**src/rtl/fifo_pkg.sv**
```systemverilog
// rtl/fifo_pkg.sv - shared constants and width helpers for the synchronous fifo family
//
// Contents:
//   FIFO_MODE_STD  : registered read, data valid one cycle after an accepted read
//   FIFO_MODE_FWFT : first-word-fall-through, head entry always presented
//   ptr_w(depth)   : pointer width, at least one bit even for tiny depths
//   cnt_w(depth)   : occupancy counter width, able to hold 0..depth inclusive
package fifo_pkg;

  localparam int FIFO_MODE_STD  = 0;
  localparam int FIFO_MODE_FWFT = 1;

  function automatic int ptr_w(input int depth);
    int w;
    w = $clog2(depth);
    return (w < 1) ? 1 : w;
  endfunction

  function automatic int cnt_w(input int depth);
    return $clog2(depth + 1);
  endfunction

endpackage

```
**src/rtl/fifo_mem.sv**
```systemverilog
// rtl/fifo_mem.sv - DEPTH x DATA_WIDTH register array, sync write, async read
//
// Ports:
//   clk     : write clock
//   wr_en   : store wr_data at wr_addr on the rising edge
//   wr_addr : write address, always < DEPTH when wr_en is high
//   wr_data : write data
//   rd_addr : read address
//   rd_data : combinational contents of entry rd_addr
module fifo_mem
  import fifo_pkg::*;
#(
  parameter int DEPTH      = 12,
  parameter int DATA_WIDTH = 8,
  parameter int ADDR_WIDTH = ptr_w(DEPTH)
) (
  input  logic                  clk,
  input  logic                  wr_en,
  input  logic [ADDR_WIDTH-1:0] wr_addr,
  input  logic [DATA_WIDTH-1:0] wr_data,
  input  logic [ADDR_WIDTH-1:0] rd_addr,
  output logic [DATA_WIDTH-1:0] rd_data
);

  // Storage is deliberately left without reset so it maps onto plain flops/RAM.
  logic [DATA_WIDTH-1:0] mem [DEPTH];

  always_ff @(posedge clk) begin
    if (wr_en) begin
      mem[wr_addr] <= wr_data;
    end
  end

  assign rd_data = mem[rd_addr];

endmodule

```
**src/rtl/fifo_sync_flags.sv**
```systemverilog
// rtl/fifo_sync_flags.sv - single-clock fifo with count, thresholds, sticky errors, std/FWFT read
//
// Ports:
//   clk, rst                  : clock and synchronous active-high reset
//   data_wr, wr_en            : write side; write dropped while fifo_full
//   fifo_full, almost_full    : count == DEPTH, count >= AF_THRESH
//   rd_en                     : read request (std) / pop acknowledge (FWFT)
//   data_rd, data_rd_valid    : read data and its qualifier
//   fifo_empty, almost_empty  : count == 0, count <= AE_THRESH
//   count                     : current occupancy
//   overflow, underflow       : sticky error flags, cleared by clr_err
//   clr_err                   : clears both error flags (a same-cycle set wins)
module fifo_sync_flags
  import fifo_pkg::*;
#(
  parameter int DEPTH      = 12,
  parameter int DATA_WIDTH = 8,
  parameter int FWFT       = 0,
  parameter int AF_THRESH  = DEPTH - 2,
  parameter int AE_THRESH  = 2
) (
  input  logic                     clk,
  input  logic                     rst,
  input  logic [DATA_WIDTH-1:0]    data_wr,
  input  logic                     wr_en,
  output logic                     fifo_full,
  output logic                     almost_full,
  input  logic                     rd_en,
  output logic [DATA_WIDTH-1:0]    data_rd,
  output logic                     data_rd_valid,
  output logic                     fifo_empty,
  output logic                     almost_empty,
  output logic [cnt_w(DEPTH)-1:0]  count,
  output logic                     overflow,
  output logic                     underflow,
  input  logic                     clr_err
);

  localparam int PW = ptr_w(DEPTH);
  localparam int CW = cnt_w(DEPTH);

  localparam logic [PW-1:0] PTR_LAST = PW'(DEPTH - 1);
  localparam logic [CW-1:0] CNT_FULL = CW'(DEPTH);
  localparam logic [CW-1:0] AF_LEVEL = CW'(AF_THRESH);
  localparam logic [CW-1:0] AE_LEVEL = CW'(AE_THRESH);

  if (DEPTH < 2) begin : g_bad_depth
    $error("fifo_sync_flags: DEPTH must be >= 2");
  end
  if (AF_THRESH < 1 || AF_THRESH > DEPTH) begin : g_bad_af
    $error("fifo_sync_flags: AF_THRESH must be in 1..DEPTH");
  end
  if (AE_THRESH < 0 || AE_THRESH > DEPTH - 1) begin : g_bad_ae
    $error("fifo_sync_flags: AE_THRESH must be in 0..DEPTH-1");
  end
  if (FWFT != FIFO_MODE_STD && FWFT != FIFO_MODE_FWFT) begin : g_bad_mode
    $error("fifo_sync_flags: FWFT must be 0 or 1");
  end

  logic [PW-1:0]         wr_ptr;
  logic [PW-1:0]         rd_ptr;
  logic [CW-1:0]         count_nxt;
  logic [DATA_WIDTH-1:0] mem_rd_data;
  logic                  wr_acc;
  logic                  rd_acc;

  // Acceptance uses the registered flags; a write while full is dropped
  // even when a read frees a slot in the same cycle.
  assign wr_acc = wr_en && !fifo_full;
  assign rd_acc = rd_en && !fifo_empty;

  always_comb begin
    count_nxt = count;
    case ({wr_acc, rd_acc})
      2'b10:   count_nxt = count + 1'b1;
      2'b01:   count_nxt = count - 1'b1;
      default: count_nxt = count;
    endcase
  end

  // Flags are computed from next-count so they line up with count itself.
  always_ff @(posedge clk) begin
    if (rst) begin
      wr_ptr       <= '0;
      rd_ptr       <= '0;
      count        <= '0;
      fifo_full    <= 1'b0;
      fifo_empty   <= 1'b1;
      almost_full  <= 1'b0;
      almost_empty <= 1'b1;
    end else begin
      if (wr_acc) begin
        wr_ptr <= (wr_ptr == PTR_LAST) ? '0 : wr_ptr + 1'b1;
      end
      if (rd_acc) begin
        rd_ptr <= (rd_ptr == PTR_LAST) ? '0 : rd_ptr + 1'b1;
      end
      count        <= count_nxt;
      fifo_full    <= (count_nxt == CNT_FULL);
      fifo_empty   <= (count_nxt == '0);
      almost_full  <= (count_nxt >= AF_LEVEL);
      almost_empty <= (count_nxt <= AE_LEVEL);
    end
  end

  // Sticky errors: set has priority over clr_err in the same cycle.
  always_ff @(posedge clk) begin
    if (rst) begin
      overflow  <= 1'b0;
      underflow <= 1'b0;
    end else begin
      if (wr_en && fifo_full) begin
        overflow <= 1'b1;
      end else if (clr_err) begin
        overflow <= 1'b0;
      end
      if (rd_en && fifo_empty) begin
        underflow <= 1'b1;
      end else if (clr_err) begin
        underflow <= 1'b0;
      end
    end
  end

  fifo_mem #(
    .DEPTH      (DEPTH),
    .DATA_WIDTH (DATA_WIDTH),
    .ADDR_WIDTH (PW)
  ) u_mem (
    .clk     (clk),
    .wr_en   (wr_acc),
    .wr_addr (wr_ptr),
    .wr_data (data_wr),
    .rd_addr (rd_ptr),
    .rd_data (mem_rd_data)
  );

  if (FWFT == FIFO_MODE_FWFT) begin : g_fwft
    // Head entry is presented directly; forced to zero while empty so the
    // unreset storage never leaks onto data_rd.
    assign data_rd       = fifo_empty ? '0 : mem_rd_data;
    assign data_rd_valid = !fifo_empty;
  end else begin : g_std
    logic [DATA_WIDTH-1:0] data_q;
    logic                  valid_q;

    always_ff @(posedge clk) begin
      if (rst) begin
        data_q  <= '0;
        valid_q <= 1'b0;
      end else begin
        valid_q <= rd_acc;
        if (rd_acc) begin
          data_q <= mem_rd_data;
        end
      end
    end

    assign data_rd       = data_q;
    assign data_rd_valid = valid_q;
  end

endmodule

```
**config.mk**
```make
export PLATFORM = sky130hd
export DESIGN_NAME = fifo_sync_flags
export DESIGN_NICKNAME = d
export VERILOG_FILES = /design/src/rtl/fifo_pkg.sv /design/src/rtl/fifo_mem.sv /design/src/rtl/fifo_sync_flags.sv
export SDC_FILE = /design/constraint.sdc
export NUM_CORES = 1
export LEC_CHECK = 0
export CAP_MARGIN = 40
export CORE_MARGIN = 1
export CORE_UTILIZATION = 40
export CTS_CLUSTER_DIAMETER = 100
export CTS_CLUSTER_SIZE = 28
export DETAILED_ROUTE_END_ITERATION = 8
export SLEW_MARGIN = 25
export SYNTH_ARGS = -nofsm -noshare
export SYNTH_HDL_FRONTEND = slang
export SYNTH_SLANG_ARGS = --single-unit
```
**constraint.sdc**
```tcl
create_clock -name clk -period 3.3 [get_ports clk]
set_clock_uncertainty 0.1 [all_clocks]
set_input_delay 0.99 -clock clk [delete_from_list [all_inputs] [get_ports clk]]
set_output_delay 0.99 -clock clk [all_outputs]
set_load 0.01 [all_outputs]
```
; Word-level counts from Yosys, hierarchy flattened
; Memories as Yosys holds them, arrays and structs flattened. A register that Yosys moved wholly into a read port is not among the register bits.
; Cells that the tools add are included.
[word_totals]
wordCells = 39
output_inout_bits = 19
n_memories = 1
ram_bits = 96
regBits = 19
in_bits = 13
[memory_table]
columns = memory, depth, word_bits, rd, rd_clocked_by_memory_dff, wr, line
row1 = u_mem.mem, 12, 8, 1, 1, 1, fifo_mem.sv:26  ; logic [DATA_WIDTH-1:0] mem [DEPTH];
[op_classes]
n_eq_ne = 5
n_reduce_logical = 9
muxes = 8
n_addsub = 4
order_cmp = 2
[op_table]
columns = operator, n
row1 = adder 4 x 1 -> 4 bit (second input constant), 3
row2 = == test 4 bit (second input constant), 3
row3 = two-way mux 4 bit, 2
row4 = case mux 4 bit (2 select lines), 1
row5 = two-way mux 1 bit, 5
row6 = greater-or-equal comparator 4 bit (second input constant), 1
row7 = <= comparator 4 x 2 -> 1 bit (second input constant), 1
row8 = logical AND 1 bit, 4
row9 = zero test 4 bit, 1
row10 = nonzero test 2 bit, 2
row11 = subtractor 4 x 1 -> 4 bit (second input constant), 1
row12 = == test 2 x 1 -> 1 bit (second input constant), 1
row13 = == test 2 bit (second input constant), 1
row14 = zero test 1 bit, 2

; Depth between registers and ports, before layout
; Gate-level depths: netlist of the first run.
[depth]
word_depth = 5
depth_mapped = 10
depth_no_buf = 9

; Cells and area by module
; A second synthesis of the first run with hierarchy kept.
[hier_totals]
cells_unflattened = 319
hier_area_um2 = 5009.8
[by_module_without_submodules]
columns = module, cells_each, seq_area_each_um2, area_per_inst_um2, n_inst
row1 = fifo_mem, 174, 2882.8, 3713.6, 1
row2 = fifo_sync_flags, 145, 540.5, 1296.2, 1

; Least setup slack after synthesis of the first run
; No wires, ideal clock.
[synth_timing]
path_kind = in2reg
startpoint = input rd_en
endpoint = register almost_empty
path_slack_ns = 0.362
t_arrival_ns = 2.722
setup_time_ns = 0.116
stages = 9
n_path_buf = 2
required_time_ns = 3.084
cell_sequence = nand2b_1 > clkinv_1 > clkbuf_1 > ha_1 > clkbuf_1 > o21bai_1 > a311oi_4 > xnor2_2 > a41o_1
[synth_between]
elab_chain_cells = 4
word_cells_on_any_way = 5
cone_classes = 1 x order compare / 2 x eq/ne / 1 x mux / 1 x reduce/logical
[synth_rtl]
columns = item, line
row1 = start: declaration, fifo_sync_flags.sv:28  ; input logic rd_en,
row2 = logical AND 1 bit *, fifo_sync_flags.sv:70  ; assign rd_acc = rd_en && !fifo_empty;
row3 = == test 2 x 1 -> 1 bit or == test 2 bit (tied branches), fifo_sync_flags.sv:74  ; case ({wr_acc, rd_acc})
row4 = case mux 4 bit (2 select lines) *, fifo_sync_flags.sv:74
row5 = <= comparator 4 x 2 -> 1 bit *, fifo_sync_flags.sv:102  ; almost_empty <= (count_nxt <= AE_LEVEL);
row6 = end signal: assignment, fifo_sync_flags.sv:102
row7 = end: declaration, fifo_sync_flags.sv:32  ; output logic almost_empty,
; Every way passes the cells marked *; elsewhere a longest branch is shown, timed or not.
; A chain may end at the register's enable or synchronous reset.

; Final worst setup path of the first run
[layout_timing]
startpoint = input wr_en
endpoint = register almost_empty
[layout_between]
elab_chain_cells = 4
word_cells_on_any_way = 5
cone_classes = 1 x order compare / 2 x eq/ne / 1 x mux / 1 x reduce/logical
[layout_rtl]
columns = item, line
row1 = start: declaration, fifo_sync_flags.sv:25  ; input logic wr_en,
row2 = logical AND 1 bit *, fifo_sync_flags.sv:69  ; assign wr_acc = wr_en && !fifo_full;
row3 = == test 2 x 1 -> 1 bit or == test 2 bit (tied branches), fifo_sync_flags.sv:74
row4 = case mux 4 bit (2 select lines) *, fifo_sync_flags.sv:74
row5 = <= comparator 4 x 2 -> 1 bit *, fifo_sync_flags.sv:102
; Marks and branches as above.

==> results summary, run 1 <==
Data on the critical path arrives at its endpoint at 3.09 ns. The first global-routing pass estimated 16.6 mm of wire. Along the worst path, the maximum fanout reaches 4. Setup repair after global routing left no endpoint under its margin. The worst path in the final design needs a cycle of 2.84 ns, including I/O delays and setup. The number of synthesized flops with an enable pin is 96. The clock transition at the registers of the reported paths came out at 0.06 ns. The fraction of the yosys area taken by sequential cells came out at 68.2%. The path with the worst hold slack has its endpoint at underflow. The multi-input combinational cell area came out at 1460 µm².

In this run, post-CTS repair resized a total of 0 instances. The arithmetic-cell share of the synthesized area counting full adders, half adders and majority gates came out at 1.75%. The fill cell total of the finished layout came out at 1027.

The area share of the largest cell type after synthesis is 57.4%. The final-report max-slew violation count came to 0. The routed length per placed instance is 18.4 µm. The most common flop cell mapped by yosys is sky130_fd_sc_hd__edfxtp_1. In this run the power density over the cells is 687 nW/µm².

In this run the tool buffered the top-level ports with 31 buffer cells. During synthesis, Yosys emitted a total of 0 warnings. The final cycle utilization of the critical path is 86.2%. The number of sinks handled by clock tree synthesis is 123. From left edge to right edge, the die measures 114 µm.

Summed over all layers, the global routing overflow is 0. The endpoint identified for the worst register-to-register timing path is data_rd[2]. The depth of the CTS H-tree came out at 4. In the post-synthesis netlist, the biggest area contributors are sky130_fd_sc_hd__edfxtp_1 57%, sky130_fd_sc_hd__dfxtp_1 11%, sky130_fd_sc_hd__mux4_2 4.5%. The required time at the endpoint of the critical path came out at 3.55 ns.

STA classifies the critical path startpoint as an input pin. The total half-perimeter wirelength after legalization and detailed placement came out at 6.61 mm. The detailed router's first-iteration violation count came out at 148. The worst register-to-register path begins at rd_ptr[0]. The total number of vias came out at 2947. Pin placement for this block handled 32 I/O pins. The clock latency on the worst-skew pair is 0.41 ns. The total of flip-flops plus latches after synthesis is 123. Measured against its own limit, the worst slew margin works out to 59.9%. The floorplan step defined a core boundary enclosing 12100 µm². Final hold analysis gives a worst-case slack of 0.391 ns. The leakage power of the design is 2.12 nW.

The number of antenna violations at the first check in global routing is 0. The routed wire length came out at 10.5 mm. The peak ir drop on the vdd network came out at 0.435 mV. Sorting the synthesized cells by how often they occur yields 96 x sky130_fd_sc_hd__edfxtp_1, 27 x sky130_fd_sc_hd__dfxtp_1, 21 x sky130_fd_sc_hd__nor2_1, 21 x sky130_fd_sc_hd__nor3_1, 18 x sky130_fd_sc_hd__o21ai_0.

The worst hold path begins at underflow. Entering global routing, the biggest net connects 18 pins. For this block, wires on met1 add up to 4.50 mm. TritonCTS built the clock tree. In this run the worst hold path is classified as flop to flop. The worst hold path passes through 2 cells. By area, the combinational part of the netlist is dominated by multiplexers. The synthesized netlist occupies a cell area of 5020 µm². The overall power came out at 0.00430 W.

The final setup violation count is 0. The count of hold buffers inserted by post-cts repair came out at 0. The via count of the first global-routing pass is 3061. The synthesized area per cell came out at 14.8 µm².

The final net count is 412. The share of cell area taken by muxes after synthesis is 11.0%. The wire length on met3 is 494 µm. The number of cells on the worst reg-to-reg path is 6. The vias per cell came out at 5.15. The final antenna-violating net count is 0.

At the end of routability-driven placement, the weighted congestion stood at 0.806. The repair_antennas step left the layout with diodes totalling 0. The total iterations of the first detailed-routing run is 4. For flop-to-flop paths, the worst setup slack is 1.09 ns. The number of nets produced by synthesis came out at 358. The peak clock frequency supported by timing came out at 352 MHz. By instance count, the leading cell after synthesis is sky130_fd_sc_hd__edfxtp_1. The tree is rooted in a sky130_fd_sc_hd__clkbuf_16. The final hold violation count came out at 0. The final routed DRC violation total is 0. The number of rows created at floorplan came out at 40. The signed area change from the synthesized netlist to the final layout came out at 24.8%.

In this run, CTS created clock tree buffers numbering 17. The number of maximum-capacitance violations is 0. The maximum clock insertion buffer count is 2.

For this run, the total global-route usage over all layers was measured as 18.0%. Cells fill 51.7% of the core in the end. The flow ran to the end, and the final reports show no timing, DRC or antenna violations. After detailed routing, no signal wire sits above met4. The xor and xnor fraction of the mapped netlist area came out at 1.20%. In the final layout, the share of cells above drive strength 1 is 21.5%. The number of distinct standard cells referenced by the synthesized netlist is 42.

The total die area is 13000 µm². Summing the areas of all and, or, nand and nor instances in the mapped netlist gives 7.45% of the synthesized area. The area taken by flip-flops and latches came out at 3420 µm². The number of standard cells after synthesis came out at 338. The starting density of the core is 41.4%. sky130_fd_sc_hd__edfxtp_1 takes more of the synthesized area than any other cell. The fraction of registers with async set/reset came out at 0%. The setup fix buffers added after clock tree synthesis is 0.

STA classifies the critical path endpoint as a flop. The post-route setup TNS is 0 ns. By startpoint and endpoint, the worst setup path is classified as input pin to flop. The routed length on met2 is 5.34 mm. The actual slew at the worst max-slew pin came out at 0.601 ns. The compound-gate portion of the synthesized area is 7.70%. The start point of the critical path is wr_en. Measured along the y axis, the die boundary spans 114 µm.
## stage by stage
stage               setup slack [ns]  std cells  instance area [µm²]
floorplan                      0.362        338                 5020
global placement               0.102        540                 5630
detailed placement            0.0674        541                 5640
CTS                            0.458        572                 6260
global route                   0.307        572                 6260
finish                         0.455        572                 6260
## placed cells by master (no fill, tap or decap), types with 4 or more instances in the layout
master                             n
sky130_fd_sc_hd__edfxtp_1         96
sky130_fd_sc_hd__clkdlybuf4s50_1  31
sky130_fd_sc_hd__dfxtp_1          26
sky130_fd_sc_hd__buf_4            23
sky130_fd_sc_hd__nor2_1           21
sky130_fd_sc_hd__nor3_1           21
sky130_fd_sc_hd__o21ai_0          18
sky130_fd_sc_hd__mux2i_1          17
sky130_fd_sc_hd__clkbuf_16        17
sky130_fd_sc_hd__a21oi_1          16
sky130_fd_sc_hd__o22ai_1          14
sky130_fd_sc_hd__mux2_2           14
sky130_fd_sc_hd__nand2_1          10
sky130_fd_sc_hd__mux4_2           10
sky130_fd_sc_hd__ha_1              7
sky130_fd_sc_hd__nand2b_1          6
sky130_fd_sc_hd__and2_1            6
sky130_fd_sc_hd__inv_1             4
sky130_fd_sc_hd__clkinvlp_4        4
sky130_fd_sc_hd__inv_6             4
sky130_fd_sc_hd__bufinv_16         4
## cells by family (layout without fill, tap and decap cells)
group	count (synthesis)	count (layout)
DFF	123	123
and+or+nand+nor	73	73
AOI/OAI and AO/OA	61	61
muxes	41	41
buffers and inverters	27	93
adders and majority gates	7	7
xor gates and xnor gates	6	6
## state kept, by name (all words and copies together), names as in the netlist
name	cells
rd_ptr	4
fifo_empty	1
data_rd_valid	1
u_mem.mem	96
wr_ptr	4
fifo_full	1
underflow	1
overflow	1
count	4
almost_empty	1
almost_full	1
data_rd	8
## area by class of cell
class,count,share of cell area [%]
repair buffers,56,8.27
clock inverters,13,3.04
well taps,168,3.36
clock buffers,18,6.85
multi-input cells,188,23.3
inverters,6,0.440
flip-flops and latches,123,54.7
## metal layers
layer,GRT usage (%),vias up
met5,0,-
met4,7.53,0
met3,4.94,15
met2,30.7,89
met1,21.3,1444
li1,-,1399
## worst max-delay path by stage
| stage | endpoint | slack, ns |
|---|---|---|
| after detailed placement | almost_empty | 0.07 |
| after global routing | almost_empty | 0.31 |
| after global placement | almost_empty | 0.10 |
| after CTS | almost_empty | 0.46 |
| final | almost_empty | 0.46 |
| after floorplan | almost_empty | 0.36 |
## where the power goes
part	switching (W)	internal (W)	total, W
registers	0.0000686	0.00174	0.00180
clock network	0.000684	0.00127	0.00195
logic	0.000267	0.000281	0.000548
total	0.00102	0.00328	0.00430
## worst max-delay path, cell delays in order
cell and delay (ns):
sky130_fd_sc_hd__clkdlybuf4s50_1 0.49, sky130_fd_sc_hd__nor2b_4 0.20, sky130_fd_sc_hd__nor2_1 0.08, sky130_fd_sc_hd__xor2_1 0.15, sky130_fd_sc_hd__ha_1 0.19, sky130_fd_sc_hd__a21oi_1 0.15
sky130_fd_sc_hd__a21boi_1 0.22, sky130_fd_sc_hd__nor3_1 0.09, sky130_fd_sc_hd__xnor2_1 0.33, sky130_fd_sc_hd__a41o_1 0.22
Note: power is estimated with default switching activity, not from simulation.
==> inputs of run 2 (changes only) <==
--- a/config.mk
+++ b/config.mk
@@ -6,7 +6,7 @@
 export NUM_CORES = 1
 export LEC_CHECK = 0
 export CAP_MARGIN = 40
-export CORE_MARGIN = 1
+export CORE_MARGIN = 4
 export CORE_UTILIZATION = 40
 export CTS_CLUSTER_DIAMETER = 100
 export CTS_CLUSTER_SIZE = 28
==> run 2 against run 1 <==
Critical path type unchanged. Maximum frequency fell by 0.81%. Combinational power fell by 3%. Sequential share of layout area rose by 0.15 points. Sequential power barely moved. Clock power barely moved. Setup slack got worse by 0.023 ns. Via count fell by 0.75%. Register-to-register slack got worse by 0.07 ns. Hold slack improved by 0.0029 ns. Core utilization fell by 0.36 points.
==> results summary, run 2 (synthesis gave the netlist of run 1 again) <==
The number of clock buffers inserted by TritonCTS is 17. The final routed DRC violation total came out at 0. Setup repair after global routing left no endpoint under its margin.

After floorplanning, the core was sized to cover 12200 µm². In this run the horizontal extent of the chip is 120 µm. The multi-input combinational cell area is 1460 µm². In the finished design, the share of the clock period the worst path needs comes to 86.9%. The area taken by flip-flops and latches is 3420 µm². TritonCTS built the clock tree.

The total die area came out at 14400 µm². Max-cap violations in this run came to 0. The data arrival at the endpoint of the critical path is 3.12 ns. The actual slew at the worst max-slew pin is 0.773 ns. The final-report max-slew violation count came out at 0. The peak clock frequency supported by timing is 349 MHz.

At the later pin of the worst-skew pair, clock insertion delay measures 0.40 ns. In this run the static leakage power is 2.12 nW. The routability-driven placement congestion ratio came out at 0.815.

The setup fix buffers added after clock tree synthesis came out at 0. The final hold violation count is 0. The final net count came out at 410. The number of cells in the finished layout apart from fillers is 571. In this run, placement finished with an instance count of 539. The detailed router's first-iteration violation count came out at 208. STA classifies the critical path startpoint as an input pin.

In the layout the commonest cells are 96 x sky130_fd_sc_hd__edfxtp_1, 31 x sky130_fd_sc_hd__clkdlybuf4s50_1, 26 x sky130_fd_sc_hd__dfxtp_1. The number of antenna violations at the first check in global routing came out at 0. The clock transition at the registers of the reported paths is 0.06 ns.

After clock tree synthesis, the flow added hold-fix buffers numbering 0. The slowest cell on the critical path is sky130_fd_sc_hd__clkdlybuf4s50_1. The proportion of layout cells with a drive suffix above 1 came out at 21.6%. The total half-perimeter wirelength after legalization and detailed placement is 6.56 mm.

Pin placement for this block handled 32 I/O pins. The overall die height came out at 120 µm. The maximum cell stage delay along the critical path is 0.48 ns. Leaving out fill and tap cells, the most frequent cell in the layout is sky130_fd_sc_hd__edfxtp_1. The routed length per placed instance is 17.4 µm. The global-route wire length before repair came out at 15.7 mm. The final setup violation count is 0. The worst setup path is captured at a flop. The number of rows created at floorplan came out at 40. The path class of the tightest hold or removal check is flop to flop. The peak ir drop on the vdd network is 0.629 mV.

The pre-antenna-repair detailed-routing pass consisted of 4 iterations. The via count of the first global-routing pass is 2930. The worst relative slew slack came out at 48.5%.

In this run the worst path has a maximum fanout of 4. The number of port buffers is 31. Global routing finished with a remaining overflow of 0. The start-to-end type of the worst setup path is input pin to flop. The fill cell total of the finished layout came out at 1014. Clock tree synthesis selected as its root buffer the cell sky130_fd_sc_hd__clkbuf_16. The count of instances resized after the clock tree is built is 0. The setup slack after layout came out at 0.432 ns.

The vias per cell came out at 5.12. The time the worst path needs with I/O delays and setup came out at 2.87 ns. The required time at the endpoint of the critical path is 3.55 ns. The starting density of the core is 41.3%. The global-route usage over all layers came out at 14.7%. The run finished with clean final reports. The post-route setup TNS is 0 ns.

The worst hold slack came out at 0.394 ns. Entering global routing, the biggest net connects 27 pins. The final antenna-violating net count is 0.

u_mem.mem holds more flip-flops than any other register. The number of flip-flops under the largest register name came out at 96. The routed wire length came out at 9.95 mm.

The critical path goes through clkdlybuf4s50_1 > nor2b_4 > nor2_1 > xor2_1 > ha_1 > a21oi_1 > a21boi_1 > nor3_1 > xnor2_1 > a41o_1. No sink is reached through more buffers than the 2 on the longest clock path. 0 antenna diodes ended up in the layout. The number of sinks handled by clock tree synthesis came out at 123.

Relative to the synthesized area, the layout overhead comes to 24.4%. OpenSTA, run right after detailed placement, puts the worst setup slack at 0.0562 ns. The total number of vias came out at 2925.

The power density over the cells came out at 691 nW/µm². The depth of the CTS H-tree is 4.
==> run 2: per-layer routing <==
layer  vias up  share of wire [%]  track usage [%]
met5         -                  0                0
met4         0                2.4             6.51
met3        19                4.3             4.43
met2        69                 49             23.9
met1      1436                 44             18.1
li1       1401                  -                -
==> run 2: area by class of cell <==
| cell class | count | area share [%] |
|---|---|---|
| sequential | 123 | 54.8 |
| multi-input combinational | 188 | 23.4 |
| timing repair buffer | 54 | 7.74 |
| clock buffer | 17 | 6.81 |
| clock inverter | 15 | 3.39 |
| tap | 168 | 3.37 |
| inverter | 6 | 0.441 |
==> run 2: critical path, delay by kind of cell <==
| family | cells | cell delay [ns] |
|---|---|---|
| AOI/OAI and AO/OA | 3 | 0.60 |
| xor gates and xnor gates | 2 | 0.48 |
| adders and majority gates | 1 | 0.19 |
| buffers and inverters | 1 | 0.48 |
| and+or+nand+nor | 3 | 0.38 |
==> run 2: final timing paths <==
path,startpoint,to,slack (ns),cells past startpoint
worst max-delay path,wr_en,almost_empty,0.43,10
worst min register to register,underflow,underflow,0.39,2
worst min-delay path,underflow,underflow,0.39,2
worst max register to register,rd_ptr[0],data_rd[6],1.02,5
==> run 2: power by group <==
| part | internal, W | switching, W |
|---|---|---|
| registers | 0.00174 | 0.0000799 |
| clock network | 0.00128 | 0.000690 |
| logic | 0.000278 | 0.000253 |
| total | 0.00329 | 0.00102 |
==> run 2: through the flow <==
stage          utilization (%)  total power [W]  area [µm²]
2_1_floorplan                -          0.00217        5020
3_3_place_gp              46.1          0.00237        5610
3_5_place_dp              46.1          0.00238        5610
4_1_cts                   51.3          0.00435        6240
5_1_grt                   51.3          0.00448        6240
6_report                  51.3          0.00432        6240
